`src/rtl/dve_err_pkg.sv`:
```
// Shared widths and interrupt state encoding for the DVE error reporter.
package dve_err_pkg;

    localparam int CNT_W_DEF   = 32;
    localparam int CERR_W_DEF  = 16;
    localparam int THRES_W_DEF = 10;

    typedef enum logic {
        IDLE = 1'b0,
        PEND = 1'b1
    } irq_state_t;

    // A same-cycle event outranks the clear, so no interrupt is ever lost.
    function automatic irq_state_t irq_next(
        input irq_state_t st,
        input logic       ev,
        input logic       clr
    );
        irq_state_t nxt;
        nxt = st;
        if (ev) begin
            nxt = PEND;
        end else if (clr) begin
            nxt = IDLE;
        end
        return nxt;
    endfunction

endpackage

```
`src/rtl/dve_err_sat_cnt.sv`:
```
// Saturating up-counter with clear-then-add semantics.
module dve_err_sat_cnt #(
    parameter int W = 32
) (
    input  logic         clk,
    input  logic         reset,
    input  logic         clr_i,
    input  logic [1:0]   inc_i,
    output logic [W-1:0] cnt_o,
    output logic [W-1:0] nxt_o
);

    logic [W-1:0] cnt_q;
    logic [W-1:0] cnt_d;
    logic [W-1:0] base;
    logic [W:0]   sum;

    always_comb begin
        base  = clr_i ? '0 : cnt_q;
        sum   = {1'b0, base} + {{(W - 1){1'b0}}, inc_i};
        cnt_d = sum[W] ? '1 : sum[W-1:0];
    end

    always_ff @(posedge clk) begin
        if (reset) begin
            cnt_q <= '0;
        end else begin
            cnt_q <= cnt_d;
        end
    end

    assign cnt_o = cnt_q;
    assign nxt_o = cnt_d;

endmodule

```
`src/rtl/dve_err_reporter.sv`:
```
// Memory ECC error reporter: per-memory counters, sticky faults and IRQs.
module dve_err_reporter
    import dve_err_pkg::*;
#(
    parameter int CNT_W   = CNT_W_DEF,
    parameter int CERR_W  = CERR_W_DEF,
    parameter int THRES_W = THRES_W_DEF
) (
    input  logic               clk,
    input  logic               reset,
    input  logic               mem0_sbe_vld,
    input  logic               mem0_dbe_vld,
    input  logic               mem1_sbe_vld,
    input  logic               mem1_dbe_vld,
    input  logic               csr_cerr_irq_en,
    input  logic               csr_uerr_irq_en,
    input  logic [THRES_W-1:0] csr_cerr_threshold,
    input  logic               csr_cnt_clr,
    input  logic               csr_irq_c_clr,
    input  logic               csr_irq_uc_clr,
    input  logic               csr_fault_clr,
    output logic               IRQ_C,
    output logic               IRQ_UC,
    output logic [CNT_W-1:0]   single_bit_count0,
    output logic [CNT_W-1:0]   single_bit_count1,
    output logic [CNT_W-1:0]   double_bit_count0,
    output logic [CNT_W-1:0]   double_bit_count1,
    output logic [CERR_W-1:0]  cerr_counter,
    output logic [THRES_W-1:0] cerr_threshold,
    output logic               cerr_over_thres_fault,
    output logic               fault_mission_fault,
    output logic               fault_latent_fault
);

    localparam int CMP_W = (CERR_W > THRES_W) ? CERR_W : THRES_W;

    logic [CNT_W-1:0]   s0_nxt, s1_nxt, d0_nxt, d1_nxt;
    logic [CERR_W-1:0]  cerr_nxt;
    logic [1:0]         cerr_inc;
    logic [CMP_W-1:0]   cerr_ext, thr_ext;
    logic [THRES_W-1:0] thr_q;
    logic               over_set, any_sbe, any_dbe;
    logic               over_q, mission_q, latent_q;
    logic               irq_c_q, irq_uc_q;
    irq_state_t         c_st_q, c_st_d, uc_st_q, uc_st_d;

    assign any_sbe  = mem0_sbe_vld | mem1_sbe_vld;
    assign any_dbe  = mem0_dbe_vld | mem1_dbe_vld;
    assign cerr_inc = {1'b0, mem0_sbe_vld} + {1'b0, mem1_sbe_vld};

    dve_err_sat_cnt #(.W(CNT_W)) u_sbe0 (
        .clk(clk), .reset(reset), .clr_i(csr_cnt_clr),
        .inc_i({1'b0, mem0_sbe_vld}),
        .cnt_o(single_bit_count0), .nxt_o(s0_nxt)
    );

    dve_err_sat_cnt #(.W(CNT_W)) u_sbe1 (
        .clk(clk), .reset(reset), .clr_i(csr_cnt_clr),
        .inc_i({1'b0, mem1_sbe_vld}),
        .cnt_o(single_bit_count1), .nxt_o(s1_nxt)
    );

    dve_err_sat_cnt #(.W(CNT_W)) u_dbe0 (
        .clk(clk), .reset(reset), .clr_i(csr_cnt_clr),
        .inc_i({1'b0, mem0_dbe_vld}),
        .cnt_o(double_bit_count0), .nxt_o(d0_nxt)
    );

    dve_err_sat_cnt #(.W(CNT_W)) u_dbe1 (
        .clk(clk), .reset(reset), .clr_i(csr_cnt_clr),
        .inc_i({1'b0, mem1_dbe_vld}),
        .cnt_o(double_bit_count1), .nxt_o(d1_nxt)
    );

    dve_err_sat_cnt #(.W(CERR_W)) u_cerr (
        .clk(clk), .reset(reset), .clr_i(csr_cnt_clr),
        .inc_i(cerr_inc),
        .cnt_o(cerr_counter), .nxt_o(cerr_nxt)
    );

    // Compare the upcoming count against the threshold already registered.
    assign cerr_ext = CMP_W'(cerr_nxt);
    assign thr_ext  = CMP_W'(thr_q);
    assign over_set = (thr_q != '0) && (cerr_ext > thr_ext);

    always_ff @(posedge clk) begin
        if (reset) begin
            thr_q     <= '0;
            over_q    <= 1'b0;
            latent_q  <= 1'b0;
            mission_q <= 1'b0;
        end else begin
            thr_q     <= csr_cerr_threshold;
            over_q    <= over_set | (over_q & ~csr_fault_clr);
            latent_q  <= over_set | (latent_q & ~csr_fault_clr);
            mission_q <= any_dbe | (mission_q & ~csr_fault_clr);
        end
    end

    assign c_st_d  = irq_next(c_st_q, any_sbe, csr_irq_c_clr);
    assign uc_st_d = irq_next(uc_st_q, any_dbe, csr_irq_uc_clr);

    always_ff @(posedge clk) begin
        if (reset) begin
            c_st_q   <= IDLE;
            uc_st_q  <= IDLE;
            irq_c_q  <= 1'b0;
            irq_uc_q <= 1'b0;
        end else begin
            c_st_q   <= c_st_d;
            uc_st_q  <= uc_st_d;
            irq_c_q  <= (c_st_d == PEND) & csr_cerr_irq_en;
            irq_uc_q <= (uc_st_d == PEND) & csr_uerr_irq_en;
        end
    end

    assign IRQ_C                 = irq_c_q;
    assign IRQ_UC                = irq_uc_q;
    assign cerr_threshold        = thr_q;
    assign cerr_over_thres_fault = over_q;
    assign fault_mission_fault   = mission_q;
    assign fault_latent_fault    = latent_q;

endmodule

```
`config.mk`:
```
export PLATFORM = sky130hd
export DESIGN_NAME = dve_err_reporter
export DESIGN_NICKNAME = d
export VERILOG_FILES = /design/src/rtl/dve_err_pkg.sv /design/src/rtl/dve_err_sat_cnt.sv /design/src/rtl/dve_err_reporter.sv
export SDC_FILE = /design/constraint.sdc
export NUM_CORES = 1
export LEC_CHECK = 0
export CAP_MARGIN = 15
export CORE_MARGIN = 5
export CORE_UTILIZATION = 52
export DETAILED_ROUTE_END_ITERATION = 6
export PLACE_DENSITY = 0.78
export SETUP_SLACK_MARGIN = 0.15
export SLEW_MARGIN = 20
export SYNTH_ARGS = -nofsm -noshare
export SYNTH_HDL_FRONTEND = slang
export SYNTH_SLANG_ARGS = --single-unit
```
`constraint.sdc`:
```
create_clock -name clk -period 5.5 [get_ports clk]
set_input_delay 1.1 -clock clk [delete_from_list [all_inputs] [get_ports clk]]
set_output_delay 1.1 -clock clk [all_outputs]
set_load 0.1 [all_outputs]
```
Word-level counts from Yosys, hierarchy flattened:

Index checks and enable logic that the tools add are counted.

* bits in registers: 161
* bits of input ports: 22
* output and inout port bits: 159
* logic and storage cells: 47

* add/subtract/negate cells: 6
* magnitude comparators: 1
* multiplexer cells: 14
* bitwise gates (word level): 11
* reduce and logical (&&, ||, !) cells: 2

Operators by type and width (number)
* $mux W32: 8
* $add A32 B1 Y33: 4
* $mux W16: 2
* $add A16 B2 Y17: 1
* $gt A16 B10 Y1: 1
* $reduce_bool A10 Y1: 1
* $and A1 B1 Y1: 5
* $or A1 B1 Y1: 5
* $mux W1: 4
* $add A1 B1 Y2: 1
* $logic_and A1 B1 Y1: 1
* $not A1 Y1: 1

Longest topological paths before layout:

Gate-level depths: netlist (run 1).

* depth in word-level cells: 6
* gate-level depth with buffers: 20
* mapped depth without buffers: 15

Hierarchy:

A second synthesis (run 1) with hierarchy kept.

* cell total of the unflattened synthesis: 1210
* area, all modules: 9701.8 sq um

By module, submodules not included
* dve_err_sat_cnt at u_dbe1 ...: times used 2, cells an instance 257, area each 2001.9 sq um, seq. area each 640.6 sq um
* dve_err_sat_cnt at u_dbe0 ...: times used 2, cells an instance 243, area each 1941.9 sq um, seq. area each 640.6 sq um
* dve_err_sat_cnt at u_cerr: times used 1, cells an instance 125, area each 1007.2 sq um, seq. area each 320.3 sq um
* dve_err_reporter: times used 1, cells an instance 85, area each 807.0 sq um, seq. area each 340.3 sq um

Worst setup path before layout (run 1):

Ideal clock, no wire load.

* path kind: input port to flip-flop
* start: input csr_cnt_clr
* end: register over_q (netlist: cerr_over_thres_fault)
* setup time: 0.135 ns
* arrival time: 4.863 ns
* required time: 5.365 ns
* slack: 0.502 ns
* cell stages on the path: 19
* buffers on the path: 4
* cell sequence: buf_6 clkinv_1 clkbuf_1 clkbuf_1 nand2_1 fa_1 inv_1 ha_1 and4_1 nand3_1 or4_1 clkbuf_1 o21ai_0 ha_1 a21o_1 a21o_1 a221o_1 a22oi_1 nand3_1

* longest elaborated chain between the ends: 6

RTL lines
* from (decl): line dve_err_reporter.sv:18 `input logic csr_cnt_clr,`
* $mux W16: line dve_err_sat_cnt.sv:19 `base = clr_i ? '0 : cnt_q;`
* $add A16 B2 Y17: line dve_err_sat_cnt.sv:20 `sum = {1'b0, base} + {{(W - 1){1'b0}}, inc_i};`
* $mux W16: line dve_err_sat_cnt.sv:21 `cnt_d = sum[W] ? '1 : sum[W-1:0];`
* via cerr_ext[5]: line dve_err_reporter.sv:40 `logic [CMP_W-1:0] cerr_ext, thr_ext;`
* $gt A16 B10 Y1: line dve_err_reporter.sv:84 `assign over_set = (thr_q != '0) && (cerr_ext > thr_ext);`
* $logic_and A1 B1 Y1: line dve_err_reporter.sv:84
* $or A1 B1 Y1: line dve_err_reporter.sv:94 `over_q <= over_set | (over_q & ~csr_fault_clr);`
* to (signal assigned): line dve_err_reporter.sv:94
* to (decl): line dve_err_reporter.sv:43 `logic over_q, mission_q, latent_q;`

The timed path passes the listed nets, and every way through them passes these cells.
A chain may end at the register's enable or synchronous reset.

Worst setup path after layout (run 1):

* start: input mem1_sbe_vld
* end: register over_q (netlist: cerr_over_thres_fault)

* longest elaborated chain between the ends: 6

RTL lines
* from (decl): line dve_err_reporter.sv:13 `input logic mem1_sbe_vld,`
* $add A1 B1 Y2: line dve_err_reporter.sv:49 `assign cerr_inc = {1'b0, mem0_sbe_vld} + {1'b0, mem1_sbe_vld};`
* $add A16 B2 Y17: line dve_err_sat_cnt.sv:20
* $mux W16: line dve_err_sat_cnt.sv:21
* via cerr_ext[6]: line dve_err_reporter.sv:40
* $gt A16 B10 Y1: line dve_err_reporter.sv:84
* $logic_and A1 B1 Y1: line dve_err_reporter.sv:84
* $or A1 B1 Y1: line dve_err_reporter.sv:94

The timed path passes the listed nets, and every way through them passes these cells.

==> results of run 1 <==
-- final timing paths --
check,startpoint,to,slack [ps],cells after the start
setup / recovery,mem1_sbe_vld,cerr_over_thres_fault,800,16
hold / removal,fault_mission_fault,fault_mission_fault,470,2
setup reg to reg,u_cerr.cnt_o[0],cerr_over_thres_fault,1660,15
hold reg to reg,fault_mission_fault,fault_mission_fault,470,2
-- state kept, by name (all words and copies together), names as in the netlist, 10 cells and up --
| signal | count |
|---|---|
| u_dbe0.cnt_o | 32 |
| u_dbe1.cnt_o | 32 |
| u_sbe0.cnt_o | 32 |
| u_sbe1.cnt_o | 32 |
| u_cerr.cnt_o | 16 |
| cerr_threshold | 10 |
-- stage by stage --
stage | power (mW) | setup WS [ps] | cells
6_report | 2.56 | 800 | 1404
5_1_grt | 2.64 | 564 | 1404
4_1_cts | 2.58 | 842 | 1404
3_5_place_dp | 1.42 | 401 | 1372
3_3_place_gp | 1.42 | 472 | 1372
2_1_floorplan | 1.36 | 502 | 1028
-- power breakdown --
group	internal, mW	total (mW)	leakage [nW]	switching [mW]
registers	1.18	1.19	1.30	0.00955
clock network	0.653	1.17	0.269	0.512
logic	0.0565	0.206	2.24	0.149
total	1.89	2.56	3.81	0.671
-- tightest hold or removal path, stage by stage (launching register included) --
cell and delay (ps):
dfxtp_1 310, nand2b_1 60, a21oi_1 60
-- placed cells by master, fill, tap and decap left out, types with 6 or more instances in the layout --
master             n
clkdlybuf4s50_1  178
dfxtp_1          161
nand2_1           93
xnor2_1           74
a21oi_1           74
nor2b_1           61
nand3_1           58
nor2_1            41
o21ai_0           33
nand4_1           33
inv_1             30
nor3_1            26
and3_1            24
nor4_1            24
ha_1              19
a31oi_1           18
clkbuf_16         17
and4_1            15
xor2_1            15
a21oi_2           14
nand2b_1          13
and2_1            11
or3_1             10
and4b_1            8
or2_2              7
buf_4              7
a21o_1             6
o31a_1             6
-- cell type report --
type | instances | area [um2] | share of cell area [%]
clock buffer | 19 | 453 | 4.09
clock inverter | 13 | 129 | 1.16
inverter | 31 | 116 | 1.05
multi-input combinational | 774 | 5040 | 45.5
sequential | 161 | 3220 | 29.1
tap | 220 | 275 | 2.49
timing repair buffer | 186 | 1840 | 16.6
-- per-layer routing --
layer / vias up / GRT usage, %
met1: 3881 / 32.4
met5: - / 0
met4: 0 / 6.75
met2: 299 / 39.3
met3: 34 / 5.97
li1: 3964 / -
-- cells by family (layout without fill, tap and decap cells) --
group                      count (synthesis)  count (layout)
xor gates and xnor gates                  89              89
adders and majority gates                 20              20
DFF                                      161             161
and+or+nand+nor                          469             469
AOI/OAI and AO/OA                        188             188
buffers and inverters                     93             249
muxes                                      8               8
==> results.md, run 1 <==
* Gr ovfl total at 0
* Post-synthesis xor/xnor area fraction at 9.00%
* CTS Hold Buffers Added at 0
* Tcrit/Tclk final at 85.4%
* Top cell type's share of synthesized area at 37.2%
* Area leader, netlist: dfxtp_1
* Placed inst area at 10500 um2
* Complex-gate fraction of the synthesized area at 13.6%
* Async S/R FF share, synth at 0%
* Max-cap violation count at 0
* Worst EP required at 5790 ps
* Prevailing post-synth register cell: dfxtp_1
* I/O pin count at 181
* Routed wire length at 23900 um
* Post_cts resized at 0
* WL met1 at 10500 um
* Detailed-route via count at 8178
* Syn Area/Cell at 8.42 um2
* DIE AREA at 19300 um2
* HP Class: reg -> reg
* # fillers at 1386
* Clock Path Buffers at 2
* GRT Resource Usage Total at 24.3%
* FF+latch count, synth at 161
* P&R area growth vs syn at 27.9%
* Pin count of the biggest net entering global routing at 76
* Via density at 5.82
* Pwr per Cell Area at 231 nW/um2
* CP bufs+invs at 4
* EDFF count, synth at 0
* Most numerous cell in the Yosys netlist: dfxtp_1
* RSZ-0062 raised after global routing: false
* Clk_lat worst skew at 430 ps
* Total iterations of the first detailed-routing run at 5
* DIE WIDTH at 139 um
* Worst path max stage delay at 660 ps
* TritonCTS buffer count at 17
* Final Util at 67.2%
* Setup violations, final at 0
* Synth Warn # at 0
* Netlist cell types at 68
* Met2 WL post-DR at 11300 um
* CTS tree: done
* Global-route wire length before repair at 39500 um
* DRC errors left at 0
* Row count at 47
* Synth Area in Simple Gates at 31.6%
* Post-synthesis sequential area ratio at 37.2%
* Initial Utilization at 52.6%
* Largest family of logic cells by synthesized area: simple AND/OR/NAND/NOR gates
* Status: complete, no violations
* Worst hold slack at 475 ps
* Core area at 16500 um2
* Slew @ Worst Pin at 1050 ps
* Critical Path Sink Type: flip-flop
* Syn Nets at 1070
* WL/cell at 17.0 um
* Critical path type: in -> reg
* Mapped Cells at 1028
* Port Buffers at 180
* Clock Sink Count at 161
* Hpwl dp at 16500 um
* Final slew viol count at 0
* Mapped Area at 8660 um2
* Mux contribution to synthesized area at 0.997%
* Post-Synth Adder-Cell Area at 2.98%
* Met3 routed WL at 1720 um
* Critical path arrival at 4990 ps
* Final Instance Area at 11100 um2
* Clock skew at 10.1 ps
* Synth cell count leaders: dfxtp_1 (161), nand2_1 (93), a21oi_1 (74), xnor2_1 (74), nor2b_1 (61)
* LEAKAGE at 3.81 nW
* Antenna diodes at 0
* Fin crit period at 4700 ps
* Routability cong. at 0.892
* Top sig layer: met4
* Clock transition at path regs at 70 ps
* Total negative slack at 0 ps
* Share of layout cells above drive strength 1 at 7.01%
* Setup bufs post-CTS at 0
* CP max stage cell: or4_1
* Crit-path cells: clkdlybuf4s50_1 -> inv_1 -> fa_1 -> inv_1 -> ha_1 -> and4_1 -> nand3_1 -> or4_1 -> buf_4 -> o21ai_0 -> ha_1 -> nand4_1 -> nor2_1 -> a221o_1 -> a22oi_1 -> nand3_1
* Routed Antenna Nets at 0
* Peak VDD IR at 228 uV
* NumNets Final at 1213
* Crit path max fanout at 9
* Die height at 139 um
* Slew HR at 29.9%
* Root Buffer: clkbuf_16
* CTS H-Tree Depth at 4
* F_max at 0.213 GHz
* Vias in the first global route at 7612
* Startpoint Class: input port
* Top cells by area, synth: dfxtp_1 (37%), xnor2_1 (7.5%), nor2b_1 (4.4%)
* Antenna violations before repair at 0
* Endpoints failing hold at 0
* DR iter-0 viols at 742
* Top delay family on crit path: simple AND/OR/NAND/NOR gates
Power figures use the tool's default switching activity.
==> run 2, diff against run 1 <==
--- a/config.mk
+++ b/config.mk
@@ -7,9 +7,10 @@
 export LEC_CHECK = 0
 export CAP_MARGIN = 15
 export CORE_MARGIN = 5
-export CORE_UTILIZATION = 52
+export CORE_UTILIZATION = 60
 export DETAILED_ROUTE_END_ITERATION = 6
-export PLACE_DENSITY = 0.78
+export DONT_BUFFER_PORTS = 1
+export PLACE_DENSITY = 0.76
 export SETUP_SLACK_MARGIN = 0.15
 export SLEW_MARGIN = 20
 export SYNTH_ARGS = -nofsm -noshare
==> run 2 against run 1 <==
Compared with the run above: register-to-register slack worse by 420 ps; count of clock-buffer cells in the layout is 4 higher; clock power grew 11%; largest cell class unchanged; first-iteration DRC count shrank 11%; flip-flop and latch count did not move.
==> results.md, run 2 (synthesis results as in run 1) <==
* Critical path type: in -> reg
* Routed wire length at 22100 um (-7.7%)
* DIE WIDTH at 130 um (-6.4%)
* DIE AREA at 16900 um2 (-12%)
* CTS tree: done
* Share of layout cells above drive strength 1 at 9.56% (+2.6 points)
* Total power at 2.64 mW (+3.1%)
* Post_cts resized at 0 (unchanged)
* Final Util at 65.8% (-1.4 points)
* Port Buffers at 0 (-100%)
* Critical path arrival at 4690 ps (-300 ps)
* Dpl ws at 800 ps (+399 ps)
* Max-cap violation count at 0 (unchanged)
* Pwr per Cell Area at 279 nW/um2 (+21%)
* Global-route wire length before repair at 35600 um (-10%)
* CP max stage cell: or4_1
* Clock Sink Count at 161 (unchanged)
* Clock Path Buffers at 2 (unchanged)
* HP Class: reg -> reg
* Startpoint Class: input port
* Worst EP required at 5790 ps (about the same)
* Hpwl dp at 14600 um (-12%)
* Clock transition at path regs at 60 ps (about the same)
* DP Cell Count at 1177 (-14%)
* Fin crit period at 4400 ps (-296 ps)
* Gr ovfl total at 0 (unchanged)
* Final Instance Count excl. Fillers at 1209 (-14%)
* Commonest cells after routing, fill and taps aside: dfxtp_1 (161), nand2_1 (93), xnor2_1 (74), a21oi_1 (74), nor2b_1 (61)
* WL/cell at 18.2 um (+7.1%)
* Slew @ Worst Pin at 1150 ps (+102 ps)
* NumNets Final at 1054 (-13%)
* Antenna diodes at 0 (unchanged)
* Tcrit/Tclk final at 80.1% (-5.4 points)
* GRT met1 Usage at 33.1% (+0.70 points)
* Status: complete, no violations
* Critical Path Sink Type: flip-flop
* RSZ-0062 raised after global routing: false
* I/O pin count at 181 (unchanged)
* Crit path max fanout at 89 (+80)
* Pin count of the biggest net entering global routing at 132 (+74%)
* DRC errors left at 0 (unchanged)
* Commonest non-fill, non-tap cell in the layout: dfxtp_1
* CP bufs+invs at 2 (-2)
* Via density at 6.29 (+8.0%)
* Endpoints failing hold at 0 (unchanged)
* Peak VDD IR at 209 uV (-8.2%)
* Setup violations, final at 0 (unchanged)
* Vias in the first global route at 6979 (-8.3%)
* Setup ws final at 1100 ps (+296 ps)
* Detailed-route via count at 7607 (-7.0%)
* Core area at 14400 um2 (-13%)
* GRT Resource Usage Total at 25.5% (+1.3 points)
* Routability cong. at 0.858 (-3.8%)
* Total negative slack at 0 ps (unchanged)
* Worst path max stage delay at 790 ps (+130 ps)
* Crit-path cells: inv_2 -> nand2_1 -> fa_1 -> inv_1 -> ha_1 -> and4_1 -> nand3_1 -> or4_1 -> o21ai_0 -> ha_1 -> a21o_1 -> a21o_1 -> a221o_1 -> a22oi_1 -> nand3_1
* Slew HR at 23.2% (-6.7 points)
* Clk_lat worst skew at 430 ps (about the same)
* Routed Antenna Nets at 0 (unchanged)
* Root Buffer: clkbuf_16
* LEAKAGE at 3.34 nW (-12%)
* Gr busiest metal: met2
* Final slew viol count at 0 (unchanged)
* Antenna violations before repair at 0 (unchanged)
* Top delay family on crit path: simple AND/OR/NAND/NOR gates
* Setup bufs post-CTS at 0 (unchanged)
* Initial Utilization at 60.3% (+7.7 points)
* Grt met2 use at 39.6% (+0.38 points)
* CTS H-Tree Depth at 4 (unchanged)
* DR iter-0 viols at 661 (-11%)
* # fillers at 1172 (-15%)
* CTS Hold Buffers Added at 0 (unchanged)
* Total iterations of the first detailed-routing run at 4 (-1)
* Die height at 130 um (-6.4%)
* Row count at 44 (-6.4%)
* F_max at 0.227 GHz (+6.7%)
* TritonCTS buffer count at 17 (unchanged)
* GR Util met3 at 9.13% (+3.2 points)
* P&R area growth vs syn at 9.21%
* Clock skew at 8.12 ps (-2.01 ps)
==> run 2: layout make-up <==
cell class	instances	area [um2]	share of cell area (%)
multi-input combinational	774	5040	53.3
sequential	161	3220	34.1
clock buffer	23	468	4.95
tap	184	230	2.43
timing repair buffer	27	203	2.14
clock inverter	9	179	1.89
inverter	31	116	1.23
==> run 2: stage by stage <==
step / area (um2) / hold WS (ps)
final: 9460 / 505
after global routing: 9460 / 517
after CTS: 9460 / 495
after detailed placement: 8810 / 487
after global placement: 8810 / 452
after floorplan: 8660 / 447
==> run 2: routing by layer <==
metal / vias to the layer above / part of all wire (%)
li1: 3646 / -
met1: 3633 / 43
met2: 294 / 46
met3: 34 / 9.6
met4: 0 / 1.7
met5: - / 0
==> run 2: report_power, final <==
part	internal [mW]	leakage (nW)	switching, mW
combinational	0.0295	1.73	0.0585
sequential	1.18	1.30	0.0685
clock	0.830	0.308	0.472
==> run 2: final timing paths <==
| kind | slack (ps) | endpoint | cells after the start | start |
|---|---|---|---|---|
| setup / recovery | 1100 | cerr_over_thres_fault | 15 | csr_cnt_clr |
| hold / removal | 500 | uc_st_q | 2 | uc_st_q |
| setup reg to reg | 1240 | cerr_over_thres_fault | 15 | u_cerr.cnt_o[0] |
| hold reg to reg | 500 | uc_st_q | 2 | uc_st_q |
==> run 2: worst reg2reg max path, cell delays in order (launching register included) <==
cell and delay (ps):
dfxtp_1 310, buf_4 290, nand2_1 120, fa_1 440, inv_1 100, ha_1 220
and4_1 270, nand3_1 130, or4_1 790, o21ai_0 230, ha_1 290, a21o_1 160
a21o_1 160, a221o_1 350, a22oi_1 160, nand3_1 100
==> run 3, diff against run 2 <==
==> constraint.sdc (replaced) <==
create_clock -name clk -period 4.09 [get_ports clk]
set_input_delay 0.818 -clock clk [delete_from_list [all_inputs] [get_ports clk]]
set_output_delay 0.818 -clock clk [all_outputs]
set_load 0.1 [all_outputs]
==> run 3 against run 2 <==
Compared with the run above: global-route usage increased by 1.1 points; sequential power up 30%; die area stayed put; via count up 6.0%; clock power increased by 18%; largest power group is now sequential cells.
==> results.md, run 3 (synthesis results as in run 1) <==
* CTS Hold Buffers Added at 0 (unchanged)
* Vias in the first global route at 7569 (+8.5%)
* Clock transition at path regs at 60 ps (about the same)
* Slew @ Worst Pin at 1100 ps (-46.8 ps)
* Worst EP required at 4390 ps (-1400 ps)
* F_max at 0.275 GHz
* Setup violations, final at 0 (unchanged)
* Crit-path cells: clkinv_8 -> nand2_4 -> fa_2 -> inv_2 -> ha_4 -> and4_4 -> nand3_2 -> or4_1 -> o21ai_0 -> ha_1 -> a211oi_1 -> o21ai_0 -> a221o_1 -> a22oi_1 -> nand3_1
* Routed wire length at 23100 um (+4.6%)
* Final slew viol count at 0 (unchanged)
* Tcrit/Tclk final at 89.0%
* Total negative slack at 0 ps (unchanged)
* Critical path arrival at 3940 ps (-750 ps)
* Clock Path Buffers at 2 (unchanged)
* LEAKAGE at 3.97 nW (+19%)
* Final Instance Count excl. Fillers at 1327 (+9.8%)
* Placed inst area at 9760 um2 (+11%)
* P&R area growth vs syn at 19.2%
* # fillers at 1136 (-3.1%)
* Pin count of the biggest net entering global routing at 132 (unchanged)
* Top delay family on crit path: simple AND/OR/NAND/NOR gates
* Routed Antenna Nets at 0 (unchanged)
* Worst path max stage delay at 650 ps (-140 ps)
* DIE WIDTH at 130 um (unchanged)
* CP max stage cell: or4_1
* Routability cong. at 0.876 (+2.1%)
* Setup bufs post-CTS at 0 (unchanged)
* Antenna violations before repair at 0 (unchanged)
* Reg2reg end: fault_latent_fault
* Post_cts resized at 0 (unchanged)
* DR iter-0 viols at 621 (-6.1%)
* Initial Utilization at 60.3% (unchanged)
* DIE AREA at 16900 um2 (unchanged)
* Row count at 44 (unchanged)
* Peak VDD IR at 274 uV (+31%)
* Slew HR at 26.4% (+3.1 points)
* Commonest cells after routing, fill and taps aside: dfxtp_1 (161), buf_4 (148), nand2_1 (92)
* NumNets Final at 1175 (+11%)
* Core area at 14400 um2 (unchanged)
* Pwr per Cell Area at 325 nW/um2 (+16%)
* Via density at 6.08 (-3.4%)
* Fin crit period at 3640 ps
* Critical path type: in -> reg
* DRC errors left at 0 (unchanged)
* CTS tree: done
* DP Cell Count at 1298 (+10%)
* Worst flop-to-flop path startpoint: u_cerr.cnt_o[0]
* Hpwl dp at 15500 um (+6.2%)
* Endpoints failing hold at 0 (unchanged)
* Clock skew at 8.20 ps (+0.0809 ps)
* HP Class: in -> reg
* Antenna diodes at 0 (unchanged)
* WL/cell at 17.4 um (-4.7%)
* Max-cap violation count at 0 (unchanged)
* Critical Path Sink Type: flip-flop
* Worst hold slack at 449 ps (-56.1 ps)
* Root Buffer: clkbuf_16
* Gr ovfl total at 0 (unchanged)
* Port Buffers at 0 (unchanged)
* Critical Path End: fault_latent_fault
* Detailed-route via count at 8063 (+6.0%)
* CP Launch Point: csr_cnt_clr
* R2r setup slk at 560 ps (-680 ps)
* CP dominant cell by count: o21ai_0
* GRT Resource Usage Total at 26.6% (+1.1 points)
* Startpoint Class: input port
* TritonCTS buffer count at 17 (unchanged)
* Share of layout cells above drive strength 1 at 19.6% (+10 points)
* Reg2reg path depth at 14 (-1)
* WP depth at 15 (unchanged)
* CTS H-Tree Depth at 4 (unchanged)
* Clock Sink Count at 161 (unchanged)
* I/O pin count at 181 (unchanged)
* Final Instance Area at 10300 um2 (+9.2%)
* Die height at 130 um (unchanged)
* Status: complete, no violations
* Clk_lat worst skew at 430 ps (about the same)
* Total iterations of the first detailed-routing run at 5 (+1)
* Commonest non-fill, non-tap cell in the layout: dfxtp_1
* RSZ-0062 raised after global routing: false
* Global-route wire length before repair at 36800 um (+3.5%)
* Crit path max fanout at 89 (unchanged)
* CP bufs+invs at 2 (unchanged)
run 3: power breakdown:
| group | switching (mW) | total [mW] | internal (mW) |
|---|---|---|---|
| sequential | 0.0434 | 1.63 | 1.58 |
| clock | 0.611 | 1.54 | 0.933 |
| combinational | 0.131 | 0.180 | 0.0492 |
run 3: metrics by stage:
stage | setup WS [ps] | util, % | power (mW)
floorplan | -7.95 | - | 1.83
global placement | 156 | 67.9 | 1.84
detailed placement | 87.3 | 67.9 | 1.84
CTS | 545 | 71.8 | 3.37
global route | 252 | 71.8 | 3.46
finish | 449 | 71.8 | 3.35
run 3: worst min path at each step:
stage / startpoint / endpoint / slack [ps] / depth (start not counted)
2_1_floorplan: uc_st_q / uc_st_q / 450 / 2
3_3_place_gp: uc_st_q / uc_st_q / 450 / 2
3_5_place_dp: uc_st_q / uc_st_q / 460 / 2
4_1_cts: reset / u_dbe1.cnt_o[21] / 440 / 1
5_1_grt: reset / fault_mission_fault / 450 / 1
6_report: reset / fault_mission_fault / 450 / 1
run 3: final cells by class:
cell class,instances,area [um2],share of cell area (%)
multi-input cells,774,5070,49.1
flip-flops and latches,161,3220,31.2
repair buffers,148,1110,10.8
clock buffers,23,478,4.63
well taps,184,230,2.23
inverters,31,129,1.25
clock inverters,6,82.6,0.800
run 3: routing by layer:
| metal | vias up | global-route usage, % | share of wire (%) |
|---|---|---|---|
| li1 | 3891 | - | - |
| met5 | - | 0 | 0 |
| met4 | 0 | 10.9 | 2.5 |
| met3 | 55 | 8.35 | 9.6 |
| met2 | 299 | 42.6 | 46 |
| met1 | 3818 | 33.4 | 42 |
run 3: worst register-to-register path: cells and delay by family, from the launching register on:
| family | cells | cell delay (ps) |
|---|---|---|
| buffers and inverters | 1 | 90 |
| and+or+nand+nor | 5 | 1140 |
| AOI/OAI and AO/OA | 5 | 950 |
| adders and majority gates | 3 | 830 |
| DFF | 1 | 370 |
